### src/rtl/pipe_exmem_stage.sv
// EX/MEM pipeline register with valid/ready handshake, flush and bubble gating.
// Define PIPE_EXMEM_SKID_EN for the two-entry (head + skid) variant; default is a single head register.
module pipe_exmem_stage #(
  parameter int unsigned DATA_W = 16,
  parameter int unsigned ADDR_W = 3,
  parameter int unsigned WB_W   = 2,
  parameter int unsigned MEM_W  = 2
) (
  input  logic              clk_i,
  input  logic              rst_i,
  input  logic              flush_i,
  input  logic              in_valid_i,
  output logic              in_ready_o,
  input  logic [WB_W-1:0]   WB_i,
  input  logic [MEM_W-1:0]  MEM_i,
  input  logic [DATA_W-1:0] FUresult_i,
  input  logic [DATA_W-1:0] RTdata_i,
  input  logic [ADDR_W-1:0] RDaddr_i,
  output logic              out_valid_o,
  input  logic              out_ready_i,
  output logic [WB_W-1:0]   WB_o,
  output logic [MEM_W-1:0]  MEM_o,
  output logic [DATA_W-1:0] FUresult_o,
  output logic [DATA_W-1:0] RTdata_o,
  output logic [ADDR_W-1:0] RDaddr_o,
  output logic [1:0]        occ_o
);

  localparam int unsigned CTRL_W = WB_W + MEM_W;
  localparam int unsigned DAT_W  = 2 * DATA_W + ADDR_W;

  // Control and data are kept apart: control is zeroed whenever the head is empty, data holds.
  logic              h_valid_q, h_valid_d;
  logic [CTRL_W-1:0] h_ctrl_q,  h_ctrl_d;
  logic [DAT_W-1:0]  h_data_q,  h_data_d;
  logic [1:0]        occ_q,     occ_d;

  logic [CTRL_W-1:0] in_ctrl_c;
  logic [DAT_W-1:0]  in_data_c;
  logic              accept_c;
  logic              drain_c;

  assign in_ctrl_c = {WB_i, MEM_i};
  assign in_data_c = {FUresult_i, RTdata_i, RDaddr_i};
  assign accept_c  = in_valid_i & in_ready_o & ~flush_i;
  assign drain_c   = h_valid_q & out_ready_i;

`ifdef PIPE_EXMEM_SKID_EN

  logic              s_valid_q, s_valid_d;
  logic [CTRL_W-1:0] s_ctrl_q,  s_ctrl_d;
  logic [DAT_W-1:0]  s_data_q,  s_data_d;
  logic              rdy_q,     rdy_d;

  // Ready depends only on the skid flag, so there is no path from out_ready_i.
  assign in_ready_o = rdy_q;

  // Next-state: flush wins, then drain (refill from skid or input), then accept into head or skid.
  always_comb begin
    h_valid_d = h_valid_q;
    h_ctrl_d  = h_ctrl_q;
    h_data_d  = h_data_q;
    s_valid_d = s_valid_q;
    s_ctrl_d  = s_ctrl_q;
    s_data_d  = s_data_q;
    if (flush_i) begin
      h_valid_d = 1'b0;
      h_ctrl_d  = '0;
      s_valid_d = 1'b0;
      s_ctrl_d  = '0;
    end else if (drain_c) begin
      if (s_valid_q) begin
        h_ctrl_d  = s_ctrl_q;
        h_data_d  = s_data_q;
        s_valid_d = 1'b0;
        s_ctrl_d  = '0;
      end else if (accept_c) begin
        h_ctrl_d  = in_ctrl_c;
        h_data_d  = in_data_c;
      end else begin
        h_valid_d = 1'b0;
        h_ctrl_d  = '0;
      end
    end else if (accept_c) begin
      if (h_valid_q) begin
        s_valid_d = 1'b1;
        s_ctrl_d  = in_ctrl_c;
        s_data_d  = in_data_c;
      end else begin
        h_valid_d = 1'b1;
        h_ctrl_d  = in_ctrl_c;
        h_data_d  = in_data_c;
      end
    end
    rdy_d = ~s_valid_d;
    occ_d = 2'(h_valid_d) + 2'(s_valid_d);
  end

  always_ff @(posedge clk_i) begin
    if (rst_i) begin
      h_valid_q <= 1'b0;
      h_ctrl_q  <= '0;
      h_data_q  <= '0;
      s_valid_q <= 1'b0;
      s_ctrl_q  <= '0;
      s_data_q  <= '0;
      rdy_q     <= 1'b1;
      occ_q     <= '0;
    end else begin
      h_valid_q <= h_valid_d;
      h_ctrl_q  <= h_ctrl_d;
      h_data_q  <= h_data_d;
      s_valid_q <= s_valid_d;
      s_ctrl_q  <= s_ctrl_d;
      s_data_q  <= s_data_d;
      rdy_q     <= rdy_d;
      occ_q     <= occ_d;
    end
  end

`else

  // Single-entry variant: ready passes through from downstream when the head is occupied.
  assign in_ready_o = ~h_valid_q | out_ready_i;

  always_comb begin
    h_valid_d = h_valid_q;
    h_ctrl_d  = h_ctrl_q;
    h_data_d  = h_data_q;
    if (flush_i) begin
      h_valid_d = 1'b0;
      h_ctrl_d  = '0;
    end else if (accept_c) begin
      h_valid_d = 1'b1;
      h_ctrl_d  = in_ctrl_c;
      h_data_d  = in_data_c;
    end else if (drain_c) begin
      h_valid_d = 1'b0;
      h_ctrl_d  = '0;
    end
    occ_d = 2'(h_valid_d);
  end

  always_ff @(posedge clk_i) begin
    if (rst_i) begin
      h_valid_q <= 1'b0;
      h_ctrl_q  <= '0;
      h_data_q  <= '0;
      occ_q     <= '0;
    end else begin
      h_valid_q <= h_valid_d;
      h_ctrl_q  <= h_ctrl_d;
      h_data_q  <= h_data_d;
      occ_q     <= occ_d;
    end
  end

`endif

  assign out_valid_o                        = h_valid_q;
  assign {WB_o, MEM_o}                      = h_ctrl_q;
  assign {FUresult_o, RTdata_o, RDaddr_o}   = h_data_q;
  assign occ_o                              = occ_q;

endmodule

### config.mk
export PLATFORM = sky130hd
export DESIGN_NAME = pipe_exmem_stage
export DESIGN_NICKNAME = d
export VERILOG_FILES = /design/src/rtl/pipe_exmem_stage.sv
export SDC_FILE = /design/constraint.sdc
export NUM_CORES = 1
export LEC_CHECK = 0
export CAP_MARGIN = 10
export CORE_ASPECT_RATIO = 0.5
export CORE_MARGIN = 4
export CORE_UTILIZATION = 41
export CTS_CLUSTER_SIZE = 28
export DETAILED_ROUTE_END_ITERATION = 8
export PLACE_DENSITY = 0.84
export SETUP_SLACK_MARGIN = 0.1
export SYNTH_ARGS = -nofsm -noshare
export SYNTH_HDL_FRONTEND = slang
export SYNTH_SLANG_ARGS = --single-unit
### constraint.sdc
create_clock -name clk_i -period 1.5 [get_ports clk_i]
set_input_delay 0.3 -clock clk_i [delete_from_list [all_inputs] [get_ports clk_i]]
set_output_delay 0.3 -clock clk_i [all_outputs]
set_load 0.01 [all_outputs]
# == Word level (Yosys, flattened, before mapping) ==
# Index checks and enable logic that the tools add are counted.
# classes
n_bitwise,6
reduce_logical,3
muxes,5
# op_table
operator,n
two-way mux 4 bit,2
AND 1 bit,3
two-way mux 1 bit,3
inverter 1 bit,2
AND reduction 2 bit,1
nonzero test 2 bit,1
OR reduction 2 bit,1
OR 1 bit,1
# totals
elab_cells,18
ff_bits,41

# == Longest topological paths before layout ==
# Gate-level depths: netlist of the first run.
# depth
depth_word,6
ltp_mapped,5
ltp_nobuf,4

# == Least setup slack after synthesis of the first run ==
# No wires, ideal clock.
# synth_path
kind,register -> output
start,"register, netlist name occ_o[0]"
end,output port in_ready_o
n_path_buf,1
slack_ns,0.357
t_required_ns,1.200
stages_incl_launch_ff,4
t_arrival_ns,0.843
cell_sequence,dfxtp_1 -> nor2b_2 -> inv_1 -> buf_2
# synth_rtl
element,line,text
to (decl),13,"output logic in_ready_o,"

==> results of run 1 <==
Yosys cell counts (2+ instances only):
master     n  area, µm²
o211ai_1   4       30.0
nor2_1     2       7.51
nand3_1   39        195
o21ai_1    8       40.0
o21ai_0   27        135
buf_2      9       45.0
dfxtp_1   40        801
a21oi_1   39        195
clkbuf_2   2       10.0
clkbuf_1   6       22.5
buf_4      4       30.0
power breakdown:
group | switching [W] | leakage (nW) | internal, W | total, W
logic | 0.000162 | 0.682 | 0.000197 | 0.000359
clock network | 0.000352 | 0.0552 | 0.000494 | 0.000846
registers | 0.0000209 | 0.327 | 0.00111 | 0.00113
final cells by class:
cell class / count / area, µm² / area share
clock buffer: 6 / 72.6 / 0.0291
clock inverter: 2 / 35.0 / 0.0140
inverter: 1 / 3.75 / 0.00150
multi-input combinational: 125 / 639 / 0.256
sequential: 40 / 801 / 0.321
tap: 51 / 63.8 / 0.0256
timing repair buffer: 95 / 880 / 0.353
worst reg2reg max path: stages (launching register included):
cell and delay, ps:
dfxtp_1 360, nor2b_2 200, buf_6 290, o21ai_0 170
a21oi_1 180
flip-flops by register name (all words and copies together) (netlist names):
| name | flops |
|---|---|
| occ_o | 1 |
| h_ctrl_q | 4 |
| h_data_q | 35 |
stage by stage:
| stage | TNS [ps] | hold slack [ps] | utilization | power (W) |
|---|---|---|---|---|
| floorplan | 0 | 421 | - | 0.00130 |
| global placement | -3920 | 459 | 0.686 | 0.00154 |
| detailed placement | -5780 | 466 | 0.686 | 0.00155 |
| CTS | 0 | 473 | 0.702 | 0.00236 |
| global route | 0 | 499 | 0.703 | 0.00244 |
| finish | 0 | 472 | 0.703 | 0.00233 |
cells by family (layout without fill, tap and decap cells):
kind of cell           Yosys count  in the layout  synth area share
buffers and inverters           23            104            0.0785
AND/OR/NAND/NOR                 46             46             0.151
other                            1              1           0.00240
AO/OA/AOI/OAI                   78             78             0.256
flip-flops                      40             40             0.512
routing by layer:
layer / vias to the layer above / part of all wire
li1: 825 / -
met2: 38 / 0.53
met4: 0 / 0.0053
met5: - / 0
met1: 793 / 0.42
met3: 4 / 0.043
how the worst max path moves through the flow:
stage | startpoint | endpoint | slack (ps)
4_1_cts | out_ready_i | in_ready_o | 120
2_1_floorplan | occ_o[0]$_SDFFE_PP0P_ | in_ready_o | 360
3_3_place_gp | out_ready_i | in_ready_o | -250
3_5_place_dp | out_ready_i | in_ready_o | -260
6_report | occ_o[0]$_SDFFE_PP0P_ | in_ready_o | 160
5_1_grt | occ_o[0]$_SDFFE_PP0P_ | in_ready_o | 100
==> impl_metrics.py, run 1 <==
metrics = {
    "global_route": {
        "grt_pass1_vias": 1630,
        "grt_use_met2": 0.355,
        "met1_usage": 0.236,
        "gr-total-overflow": 0,
        "antenna_found_initial": 0,
        "met3_usage": 0.0434,
        "busiest_layer": "met2",
        "track_usage": 0.196,
        "grt_max_degree": 41,
        "grt_pass1_wl_um": 7570,
    },
    "critical_path": {
        "end_kind": "primary output",
        "worst_setup_path_start_kind": "register",
        "crit_chain": "nor2b_2 > inv_2 > buf_2",
        "crit_slowest_cell": "dfxtp_1",
        "cp_top_family": "flip-flops",
        "rrSetupSlack_ps": 240,
        "path_class": "reg -> out",
        "r2r-start": "occ_o[0]$_SDFFE_PP0P_",
        "reg2reg_depth": 4,
        "required_ps": 1200,
        "timing.rr.end": "h_data_q[10]$_SDFFE_PP0P_",
        "crit_fanout": 4,
        "path_buf_inv": 2,
        "cp_slowest_stage_delay_ps": 360,
        "crit_cells": 3,
        "crit_arrival_ps": 1040,
    },
    "final_layout": {
        "finalNetCount": 312,
        "layout_common_cells": "42 x clkdlybuf4s50_1, 41 x dlygate4sd2_1, 40 x dfxtp_1",
        "drive_gt1_frac": 0.0781,
        "area_growth_pct": 59.6,
        "design_area_um2": 2490,
        "final_cells": 320,
        "final_common_cell": "clkdlybuf4s50_1",
        "final.fill_count": 284,
        "diodes": 0,
    },
    "drt": {
        "first_pass_iters": 4,
        "drc": 0,
        "num_vias": 1660,
        "drt_iter0_drc": 80,
        "vias_per_cell": 5.19,
        "ant_nets": 0,
        "wirelength_um": 4750,
        "wl_per_cell_um": 14.8,
    },
    "cts": {
        "postCtsSetupBuffers": 0,
        "cts_buffer_depth": 2,
        "hold_buffers": 0,
        "clk_latency_ps": 280,
        "cts.sinks": 40,
        "cts.htree.levels": 2,
        "cts_inserted_buffers": 5,
        "cts_resized": 46,
        "clk_pin_slew_ps": 80,
        "cts_tree": "built",
        "cts_root_buf": "clkbuf_8",
    },
    "logic_synthesis": {
        "synth.yosys.seq_area_share": 0.512,
        "ys_warn_count": 0,
        "syn_area_um2": 1560,
        "synth_edf_count": 0,
        "synth_fp_nets": 232,
        "ys.flop_type": "dfxtp_1",
        "async_flop_share": 0,
        "synth_cells": 188,
        "synth_seq_cells": 40,
        "synthDistinctLibCells": 19,
        "syn_area_per_cell_um2": 8.31,
    },
    "timing": {
        "worst_clock_skew_ps": 4.49,
        "hold_viol_final": 0,
        "fmax_mhz": 745,
        "rsz0062_at_grt": "true",
        "period_share": 0.895,
        "post-route-min-period_ps": 1340,
        "setup_ws_ps": 158,
        "setup_viol": 0,
        "drv_slew": 0,
    },
    "floorplanning": {
        "core_area_um2": 3550,
        "start_util": 0.441,
        "io_pins": 87,
        "num_rows": 15,
        "die_area_um2": 4920,
        "die_h_um": 51.7,
        "die_width_um": 95.3,
    },
    "pwr": {
        "leakagePower_nw": 1.06,
        "ir_worst_vdd_v": 0.000673,
        "power_density_nw_per_um2": 936,
    },
    "place": {
        "pre_cts_slack_ps": -261,
        "place_congestion": 0.702,
        "place_area_um2": 2430,
        "port_buffers": 85,
        "dp_cells": 312,
        "dp_hpwl_um": 3360,
    },
    "flow_run": {
        "drv_cap": 0,
    },
    "run_status": {
        "status": "finished clean",
    },
    "worst_hold_path": {
        "hold_path_depth": 2,
        "min_delay_worst_endpoint": "h_data_q[29]$_SDFFE_PP0P_",
        "hp-class": "reg -> reg",
        "worstHoldStart": "h_data_q[29]$_SDFFE_PP0P_",
    },
}
Note: power is estimated with default switching activity, not from simulation.
==> run 2: changes to the inputs <==
CAP_MARGIN = 0   (was 10)
CORE_MARGIN = 5   (was 4)
==> impl_metrics.py, run 2 (same netlist as run 1, synthesis figures left out) <==
metrics = {
    "pwr": {
        "internal-power_w": 0.00162,
        "ir_worst_vdd_v": 0.000682,
        "leakagePower_nw": 1.06,
        "p_comb_frac": 0.168,
        "seqPwrFrac": 0.525,
        "power_density_nw_per_um2": 867,
        "p_switching_w": 0.000524,
        "power_frac_clock": 0.307,
        "switching_share": 0.244,
    },
    "place": {
        "place_congestion": 0.725,
        "dp_hpwl_um": 3450,
        "port_buffers": 85,
        "pre_cts_slack_ps": -256,
    },
    "final_layout": {
        "final.fill_count": 283,
        "finalCoreUtilization": 0.698,
        "drive_gt1_frac": 0.0781,
        "area_growth_pct": 58.5,
        "final_common_cell": "clkdlybuf4s50_1",
        "max_flop_register": "h_data_q",
        "layout_common_cells": "42 x clkdlybuf4s50_1, 41 x dlygate4sd2_1, 40 x dfxtp_1",
        "finalNetCount": 313,
        "diodes": 0,
        "largest_reg_flops": 35,
    },
    "drt": {
        "wirelength_um": 4770,
        "ant_nets": 0,
        "drt_iter0_drc": 56,
        "num_vias": 1679,
        "first_pass_iters": 5,
        "vias_per_cell": 5.25,
        "drc": 0,
        "wl_per_cell_um": 14.9,
    },
    "critical_path": {
        "crit_fanout": 4,
        "worst_setup_path_start_kind": "register",
        "reg2reg_depth": 4,
        "crit_arrival_ps": 1010,
        "required_ps": 1200,
        "end_kind": "primary output",
        "timing.rr.end": "h_ctrl_q[1]$_SDFFE_PP0P_",
        "rrSetupSlack_ps": 250,
        "crit_path_start": "occ_o[0]$_SDFFE_PP0P_",
        "r2r-start": "occ_o[0]$_SDFFE_PP0P_",
        "path_class": "reg -> out",
    },
    "run_status": {
        "status": "finished clean",
    },
    "floorplanning": {
        "die_area_um2": 5220,
        "start_util": 0.441,
        "io_pins": 87,
        "core_area_um2": 3550,
        "die_h_um": 53.7,
        "die_width_um": 97.3,
        "num_rows": 15,
    },
    "global_route": {
        "track_usage": 0.176,
        "antenna_found_initial": 0,
        "grt_pass1_vias": 1629,
        "grt_pass1_wl_um": 7440,
        "gr-total-overflow": 0,
        "grt_max_degree": 41,
    },
    "timing": {
        "period_share": 0.873,
        "setup_viol": 0,
        "hold_viol_final": 0,
        "fin_tns_setup_ps": 0,
        "drv_slew": 0,
        "post-route-min-period_ps": 1310,
        "worst_clock_skew_ps": 3.96,
        "setup_ws_ps": 190,
        "fmax_mhz": 763,
        "rsz0062_at_grt": "false",
    },
    "worst_hold_path": {
        "worstHoldStart": "h_data_q[28]$_SDFFE_PP0P_",
        "hp-class": "reg -> reg",
        "hold_path_depth": 2,
        "min_delay_worst_endpoint": "h_data_q[28]$_SDFFE_PP0P_",
    },
    "cts": {
        "cts.htree.levels": 2,
        "cts_root_buf": "clkbuf_8",
        "clk_pin_slew_ps": 70,
        "clk_latency_ps": 280,
        "cts_inserted_buffers": 5,
        "cts.sinks": 40,
        "cts_tree": "built",
        "cts_buffer_depth": 2,
    },
    "flow_run": {
        "drv_cap": 0,
    },
}
[run 2: final cells by class]
type	count	area, µm²	area share
Clock inverter	1	5.00	0.00202
Clock buffer	6	72.6	0.0293
Tap cell	51	63.8	0.0258
Timing Repair Buffer	96	887	0.358
Multi-Input combinational cell	125	644	0.260
Inverter	1	3.75	0.00152
Sequential cell	40	801	0.323
[run 2: per-layer routing]
layer  vias to the layer above  track usage  wire [µm]
li1                        824            -          -
met1                       810        0.205       2040
met2                        43        0.333       2490
met3                         2       0.0453        209
met4                         0       0.0460         22
met5                         -            0          0
[run 2: worst max path at each step]
stage,endpoint,cells past startpoint
after global placement,in_ready_o,4
after floorplan,in_ready_o,3
after detailed placement,in_ready_o,4
after CTS,in_ready_o,4
final,in_ready_o,3
after global routing,in_ready_o,3
[run 2: metrics by stage]
step                instances  power (W)  hold WS [ps]  instance area (µm²)
global route              320    0.00225           493                 2480
CTS                       320    0.00217           473                 2470
finish                    320    0.00215           474                 2480
detailed placement        313    0.00155           465                 2440
floorplan                 188    0.00130           421                 1560
global placement          313    0.00154           460                 2440
[run 2: critical path: stages, from the launching register on]
cell      delay, ps
dfxtp_1         370
nor2b_4         190
inv_2            50
clkbuf_2        120
[run 2: power by group through the flow]
stage	Clock (W)	Sequential, W	Combinational [W]
global route	0.000724	0.00113	0.000391
detailed placement	0	0.00115	0.000393
CTS	0.000678	0.00113	0.000362
global placement	0	0.00115	0.000385
floorplan	0	0.00118	0.000129
finish	0.000659	0.00113	0.000361
[run 2: what timing repair did]
action                                  CTS  global route
gates resized for setup                  43             6
hold buffers                              0             0
hold endpoints to repair                  0             0
endpoints found under the setup margin   43            40
setup buffers                             0             0
